`src/rtl/hack_alu_pkg.sv`:
```
// Shared types and control encodings for the Hack ALU.
// Control constants follow the classic Hack zx,nx,zy,ny,f,no order.
package hack_alu_pkg;

    localparam int HACK_W = 16;

    typedef struct packed {
        logic zx;
        logic nx;
        logic zy;
        logic ny;
        logic f;
        logic no;
    } alu_ctrl_t;

    localparam alu_ctrl_t C_ZERO    = 6'b101010;
    localparam alu_ctrl_t C_ONE     = 6'b111111;
    localparam alu_ctrl_t C_MINUS1  = 6'b111010;
    localparam alu_ctrl_t C_X       = 6'b001100;
    localparam alu_ctrl_t C_Y       = 6'b110000;
    localparam alu_ctrl_t C_NOTX    = 6'b001101;
    localparam alu_ctrl_t C_NOTY    = 6'b110001;
    localparam alu_ctrl_t C_NEGX    = 6'b001111;
    localparam alu_ctrl_t C_NEGY    = 6'b110011;
    localparam alu_ctrl_t C_XPLUS1  = 6'b011111;
    localparam alu_ctrl_t C_YPLUS1  = 6'b110111;
    localparam alu_ctrl_t C_XMINUS1 = 6'b001110;
    localparam alu_ctrl_t C_YMINUS1 = 6'b110010;
    localparam alu_ctrl_t C_XPLUSY  = 6'b000010;
    localparam alu_ctrl_t C_XMINUSY = 6'b010011;
    localparam alu_ctrl_t C_YMINUSX = 6'b000111;
    localparam alu_ctrl_t C_XANDY   = 6'b000000;
    localparam alu_ctrl_t C_XORY    = 6'b010101;

endpackage

```
`src/rtl/hack_alu_core.sv`:
```
// Combinational Hack ALU datapath: operand conditioning, add/and, negate.
// Optional signed-overflow output exists only with HACK_ALU_OVF_EN.
module hack_alu_core
    import hack_alu_pkg::*;
#(
    parameter int WIDTH = HACK_W
) (
    input  logic [WIDTH-1:0] i_x,
    input  logic [WIDTH-1:0] i_y,
    input  alu_ctrl_t        i_ctrl,
`ifdef HACK_ALU_OVF_EN
    output logic             o_ovf,
`endif
    output logic [WIDTH-1:0] o_res
);

    logic [WIDTH-1:0] w_xa;
    logic [WIDTH-1:0] w_xb;
    logic [WIDTH-1:0] w_ya;
    logic [WIDTH-1:0] w_yb;
    logic [WIDTH-1:0] w_sum;
    logic [WIDTH-1:0] w_r;

    assign w_xa  = i_ctrl.zx ? '0 : i_x;
    assign w_xb  = i_ctrl.nx ? ~w_xa : w_xa;
    assign w_ya  = i_ctrl.zy ? '0 : i_y;
    assign w_yb  = i_ctrl.ny ? ~w_ya : w_ya;
    assign w_sum = w_xb + w_yb;
    assign w_r   = i_ctrl.f ? w_sum : (w_xb & w_yb);
    assign o_res = i_ctrl.no ? ~w_r : w_r;

`ifdef HACK_ALU_OVF_EN
    // Overflow judged on the raw sum; the output negate does not affect it.
    assign o_ovf = i_ctrl.f
                 & (w_xb[WIDTH-1] == w_yb[WIDTH-1])
                 & (w_sum[WIDTH-1] != w_xb[WIDTH-1]);
`endif

endmodule

```
`src/rtl/hack_alu.sv`:
```
// Hack ALU with registered result and NG/ZR flags, 1-cycle latency.
// Define HACK_ALU_OVF_EN to add the registered OVF output.
module hack_alu
    import hack_alu_pkg::*;
#(
    parameter int WIDTH = HACK_W
) (
    input  logic             CLK,
    input  logic             RST,
    input  logic [WIDTH-1:0] X,
    input  logic [WIDTH-1:0] Y,
    input  logic             ZX,
    input  logic             NX,
    input  logic             ZY,
    input  logic             NY,
    input  logic             F,
    input  logic             NO,
`ifdef HACK_ALU_OVF_EN
    output logic             OVF,
`endif
    output logic [WIDTH-1:0] OUT,
    output logic             NG,
    output logic             ZR
);

    alu_ctrl_t        w_ctrl;
    logic [WIDTH-1:0] w_o;
    logic [WIDTH-1:0] r_out;
    logic             r_ng;
    logic             r_zr;

    assign w_ctrl = '{zx: ZX, nx: NX, zy: ZY, ny: NY, f: F, no: NO};

`ifdef HACK_ALU_OVF_EN
    logic w_ovf;
    logic r_ovf;

    hack_alu_core #(.WIDTH(WIDTH)) u_core (
        .i_x    (X),
        .i_y    (Y),
        .i_ctrl (w_ctrl),
        .o_ovf  (w_ovf),
        .o_res  (w_o)
    );

    always_ff @(posedge CLK) begin
        if (RST) begin
            r_ovf <= 1'b0;
        end else begin
            r_ovf <= w_ovf;
        end
    end

    assign OVF = r_ovf;
`else
    hack_alu_core #(.WIDTH(WIDTH)) u_core (
        .i_x    (X),
        .i_y    (Y),
        .i_ctrl (w_ctrl),
        .o_res  (w_o)
    );
`endif

    // Flags come from the same o that is captured, so NG and ZR never collide.
    always_ff @(posedge CLK) begin
        if (RST) begin
            r_out <= '0;
            r_ng  <= 1'b0;
            r_zr  <= 1'b1;
        end else begin
            r_out <= w_o;
            r_ng  <= w_o[WIDTH-1];
            r_zr  <= (w_o == '0);
        end
    end

    assign OUT = r_out;
    assign NG  = r_ng;
    assign ZR  = r_zr;

endmodule

```
`config.mk`:
```
export PLATFORM = sky130hd
export DESIGN_NAME = hack_alu
export DESIGN_NICKNAME = d
export VERILOG_FILES = /design/src/rtl/hack_alu_pkg.sv /design/src/rtl/hack_alu_core.sv /design/src/rtl/hack_alu.sv
export SDC_FILE = /design/constraint.sdc
export NUM_CORES = 1
export LEC_CHECK = 0
export BUFFER_PORTS_ARGS = -buffer_cell sky130_fd_sc_hd__buf_2
export CAP_MARGIN = 20
export CORE_MARGIN = 8
export CORE_UTILIZATION = 27
export DETAILED_ROUTE_END_ITERATION = 7
export PLACE_DENSITY = 0.47
export SYNTH_ARGS = -nofsm -noshare
export SYNTH_HDL_FRONTEND = slang
export SYNTH_HIERARCHICAL = 1
export SYNTH_SLANG_ARGS = --single-unit
```
`constraint.sdc`:
```
create_clock -name CLK -period 3.6 [get_ports CLK]
set_input_delay 0.36 -clock CLK [delete_from_list [all_inputs] [get_ports CLK]]
set_output_delay 0.36 -clock CLK [all_outputs]
set_load 0.01 [all_outputs]
```
Yosys cells after proc, flatten, opt, wreduce, memory -nomap -nowiden
Cells that the tools add are included.

Register bits after elaboration: 18. Latch bits: 0. Memory bits (writable): 0. Memory bits (read-only): 0. Input bits: 40. Logic and storage cells: 15. Memories kept: 0.

$add $sub $neg: 1. $mul: 0. Divide/modulo/power cells: 0. $lt $le $gt $ge: 0. Equal/unequal tests: 0. Shifts and indexed selects: 0. Mux-type cells: 6. Bitwise operators: 4. Reduce and logical (&&, ||, !) cells: 1.

Operators with widths (count): $mux 16 (6); $not 16->16 (3); $add 16x16->16 (1); $and 16x16->16 (1); $logic_not 16->1 (1).

Longest topological paths before layout
Depth in word-level cells: 8. Mapped depth: 13. Mapped depth without buffers: 13.

By module
Netlist, hierarchy kept.

By module, submodules not included: hack_alu_core (times used 1, cells an instance 212, area an instance 1667.8 µm², sequential area each 0.0 µm²); hack_alu (times used 1, cells an instance 40, area an instance 494.2 µm², sequential area each 340.3 µm²).

Worst setup path before layout
Ideal clock, no wire load.

Kind: input to register. From: input port NX. To: register r_zr (netlist: ZR). Arrival: 3.329 ns. Data required time: 3.541 ns. Path slack: 0.211 ns. Stages on the path: 13. Path buffers: 2. Cells stage by stage: clkbuf_1 -> clkbuf_1 -> xnor2_1 -> fa_1 -> a21o_1 -> a41oi_2 -> a2111oi_4 -> nor3_2 -> xnor2_1 -> mux2i_1 -> xnor2_1 -> nor4_1 -> a41o_1.

Cells in the longest elaborated chain, start to end: 6. Elaborated cells between the ends (all ways): 7. Those cells by class: 1 x add/sub; 3 x mux; 2 x bitwise; 1 x reduce/logical.

RTL lines: start: declaration (RTL line hack_alu.sv:13) `input logic NX,`; $mux 16 * (RTL line hack_alu_core.sv:25) `assign w_xb = i_ctrl.nx ? ~w_xa : w_xa;`; $add 16x16->16 / $and 16x16->16 (equally long branches) (RTL line hack_alu_core.sv:28, hack_alu_core.sv:29); $mux 16 * (RTL line hack_alu_core.sv:29) `assign w_r = i_ctrl.f ? w_sum : (w_xb & w_yb);`; $not 16->16 (RTL line hack_alu_core.sv:30) `assign o_res = i_ctrl.no ? ~w_r : w_r;`; $mux 16 * (RTL line hack_alu_core.sv:30); named net w_o[12] (RTL line hack_alu.sv:27) `logic [WIDTH-1:0] w_o;`; $logic_not 16->1 * (RTL line hack_alu.sv:73) `r_zr <= (w_o == '0);`; end signal: assignment (RTL line hack_alu.sv:73); end: declaration (RTL line hack_alu.sv:30) `logic r_zr;`.

The timed path passes the listed nets; every way through them passes the cells marked *. A chain may end at the register's enable or synchronous reset.

Final worst setup path
From: input port ZX. To: register r_zr (netlist: ZR).

Cells in the longest elaborated chain, start to end: 8. Elaborated cells between the ends (all ways): 9. Those cells by class: 1 x add/sub; 4 x mux; 3 x bitwise; 1 x reduce/logical.

RTL lines: start: declaration (RTL line hack_alu.sv:12) `input logic ZX,`; $mux 16 * (RTL line hack_alu_core.sv:24) `assign w_xa = i_ctrl.zx ? '0 : i_x;`; $not 16->16 (RTL line hack_alu_core.sv:25); $mux 16 * (RTL line hack_alu_core.sv:25); $add 16x16->16 / $and 16x16->16 (equally long branches) (RTL line hack_alu_core.sv:28, hack_alu_core.sv:29); $mux 16 * (RTL line hack_alu_core.sv:29); $not 16->16 (RTL line hack_alu_core.sv:30); $mux 16 * (RTL line hack_alu_core.sv:30); named net w_o[10] (RTL line hack_alu.sv:27); $logic_not 16->1 * (RTL line hack_alu.sv:73).

Marks and branches as above.

==> impl_metrics.yaml <==
clock_network:
  cts-root-buf: "clkbuf_8"
  cts.path.max_buffers: 2
  ctsHoldBuffers: 0
  cts_tree: "built"
  clk_pin_slew_ns: 0.06
  cts_resized: 0
  cts_sinks: 17
  h-tree-depth: 1
  postCtsSetupBuffers: 0
  cts_buffers: 3
cells_and_area:
  utilization: 0.3300
  n_antenna_cell: 0
  layout_commonest_cell: "buf_2"
  drive_gt1_frac: 0.2483
  final_cell_mix: "57 x buf_2, 55 x xnor2_1, 33 x nand2b_1, 17 x dfxtp_1, 17 x nor2b_1"
  syn2layout_area_growth_pct: 17.94
  fin_nets: 360
drt:
  m1WireLength_um: 2594
  wl_met2_um: 2048
  wl_um: 5019
  wl_met3_um: 359
  vias: 1749
  avgViaCountPerCell: 4.329
  drt_iter0_markers: 36
  highest_layer: "met4"
  drt_first_pass_iters: 4
  wl_per_cell_um: 12.42
  drc_errors: 0
  ant_nets: 0
pwr:
  internal_power_mw: 0.5792
  swShare: 0.3935
  switching_power_mw: 0.3757
  pwr-share-clk: 0.137
  p_leak_nw: 1.079
  combPwrFrac: 0.622
  p_seq_frac: 0.241
  vdd_drop_max_mv: 0.1123
  powerDensity_nw_per_um2: 374.5
sta:
  fmax_ghz: 0.3335
  worst_pin_slew_ns: 0.5094
  min_period_ns: 2.999
  slew_headroom: 0.6604
  finalCritPeriodShare: 0.8330
  tns_ns: 0
  finalHoldViolCount: 0
  finalSetupViolations: 0
  grt_setup_unrepaired: "false"
  maxSlewViolCount: 0
logic_synthesis:
  synth.distinct_cells: 46
  synth_seq_area_share: 0.1574
  synth_warnings: 6
  netlist_area_um2: 2162
  syn-mean-instance-area_um2: 8.580
  synth-main-ff-cell: "dfxtp_1"
  async_reset_ff_frac: 0
  ys_seq_elements: 17
  synth_edf_count: 0
  syn_inst: 252
  synth_fp_nets: 309
floorplan:
  pin_count: 58
  fp-row-count: 32
  core_um2: 7727
  die_x_um: 105.5
  die_height_um: 105.5
  start_util: 0.2798
  die-area_um2: 11130
min_path:
  worst_hold_path_type: "input pin to flip-flop"
setup_path:
  cp-start-kind: "input pin"
  cp_common_cell: "xnor2_1"
  cp.arrival_ns: 3.19
  worstPathMaxFanout: 16
  path_delay_family: "compound AO/OA/AOI/OAI gates"
  path_buf_inv: 1
  path_cells: "buf_2 -> nand2b_1 -> xnor2_1 -> ha_1 -> fa_1 -> a21o_1 -> a41oi_2 -> a21oi_1 -> o21bai_1 -> nand3_1 -> a31oi_1 -> xnor2_1 -> nor4_1 -> a41o_1"
  slowest_stage: "fa_1"
  slowest_delay_ns: 0.41
  cp.required_ns: 3.79
  end_kind: "flip-flop"
  crit_type: "input pin to flip-flop"
grt:
  antenna_found_initial: 0
  grt_start_max_net_pins: 24
  grt_overflow: 0
  grt_pass1_wl_um: 8666
  first_global_vias: 1803
  grt_use_total: 0.08938
run_status:
  status: "completed"
run:
  cap_viol_max_count: 0
place:
  gp_congestion: 0.7668
  place_hpwl_um: 4480
  portBuffers: 57
## power by group through the flow
stage | sequential [mW] | combinational, mW | clock, mW
floorplan | 0.255 | 0.446 | 0
global placement | 0.234 | 0.600 | 0
detailed placement | 0.235 | 0.601 | 0
CTS | 0.231 | 0.602 | 0.137
global route | 0.233 | 0.663 | 0.145
finish | 0.230 | 0.594 | 0.131
## cell type report
class	count	area, um^2
fillers	878	5177
well taps	102	127.6
inverters	3	11.26
clock buffers	4	45.04
repair buffers	59	300.3
flip-flops and latches	17	340.3
multi-input cells	219	1725
## per-stage QoR
| stage | hold WS [ns] | worst slack [ns] | area, um^2 | cells | total power [mW] |
|---|---|---|---|---|---|
| 5_1_grt | 0.4768 | 0.3801 | 2550 | 404 | 1.042 |
| 4_1_cts | 0.4628 | 0.5938 | 2550 | 404 | 0.9699 |
| 3_3_place_gp | 0.7224 | 0.3889 | 2505 | 400 | 0.8337 |
| 3_5_place_dp | 0.7158 | 0.3429 | 2505 | 400 | 0.8352 |
| 2_1_floorplan | 0.4316 | 0.2113 | 2162 | 252 | 0.7006 |
| 6_report | 0.4673 | 0.6012 | 2550 | 404 | 0.9549 |
## state kept, by name (all words and copies together), names as in the netlist
register  cells
OUT          16
ZR            1
## kinds of logic after synthesis
| logic type | count (synthesis) | synth area share |
|---|---|---|
| AO/OA/AOI/OAI | 46 | 0.1690 |
| XOR/XNOR | 58 | 0.2350 |
| adder cells (fa/ha/maj) | 17 | 0.1019 |
| buffers and inverters | 16 | 0.04456 |
| flip-flops | 17 | 0.1574 |
| multiplexers | 13 | 0.06077 |
| AND/OR/NAND/NOR | 85 | 0.2315 |
## final timing paths
kind,start,end,slack (ns),cells after the start
max,ZX,ZR,0.60,14
min,RST,OUT[1],0.47,2
## Yosys cell counts, types with 3 or more instances
cell type	number	share of area
xor2_1	3	0.012
nor2b_1	17	0.049
o21ai_0	3	0.0069
nand2b_1	33	0.095
nor4_1	4	0.012
nand3_1	3	0.0069
a21oi_1	12	0.028
a21o_1	7	0.024
ha_1	16	0.093
mux2i_1	12	0.056
xnor2_1	55	0.22
inv_1	3	0.0052
buf_6	3	0.016
o21a_1	3	0.010
nand2_1	11	0.019
clkbuf_1	7	0.012
nor2_1	8	0.014
dfxtp_1	17	0.16
## per-layer routing
metal  up-vias  GRT usage
li1        957          -
met1       749     0.1242
met2        41     0.1349
met3         2    0.02314
met4         0    0.01835
met5         -          0
Power figures use the tool's default switching activity.
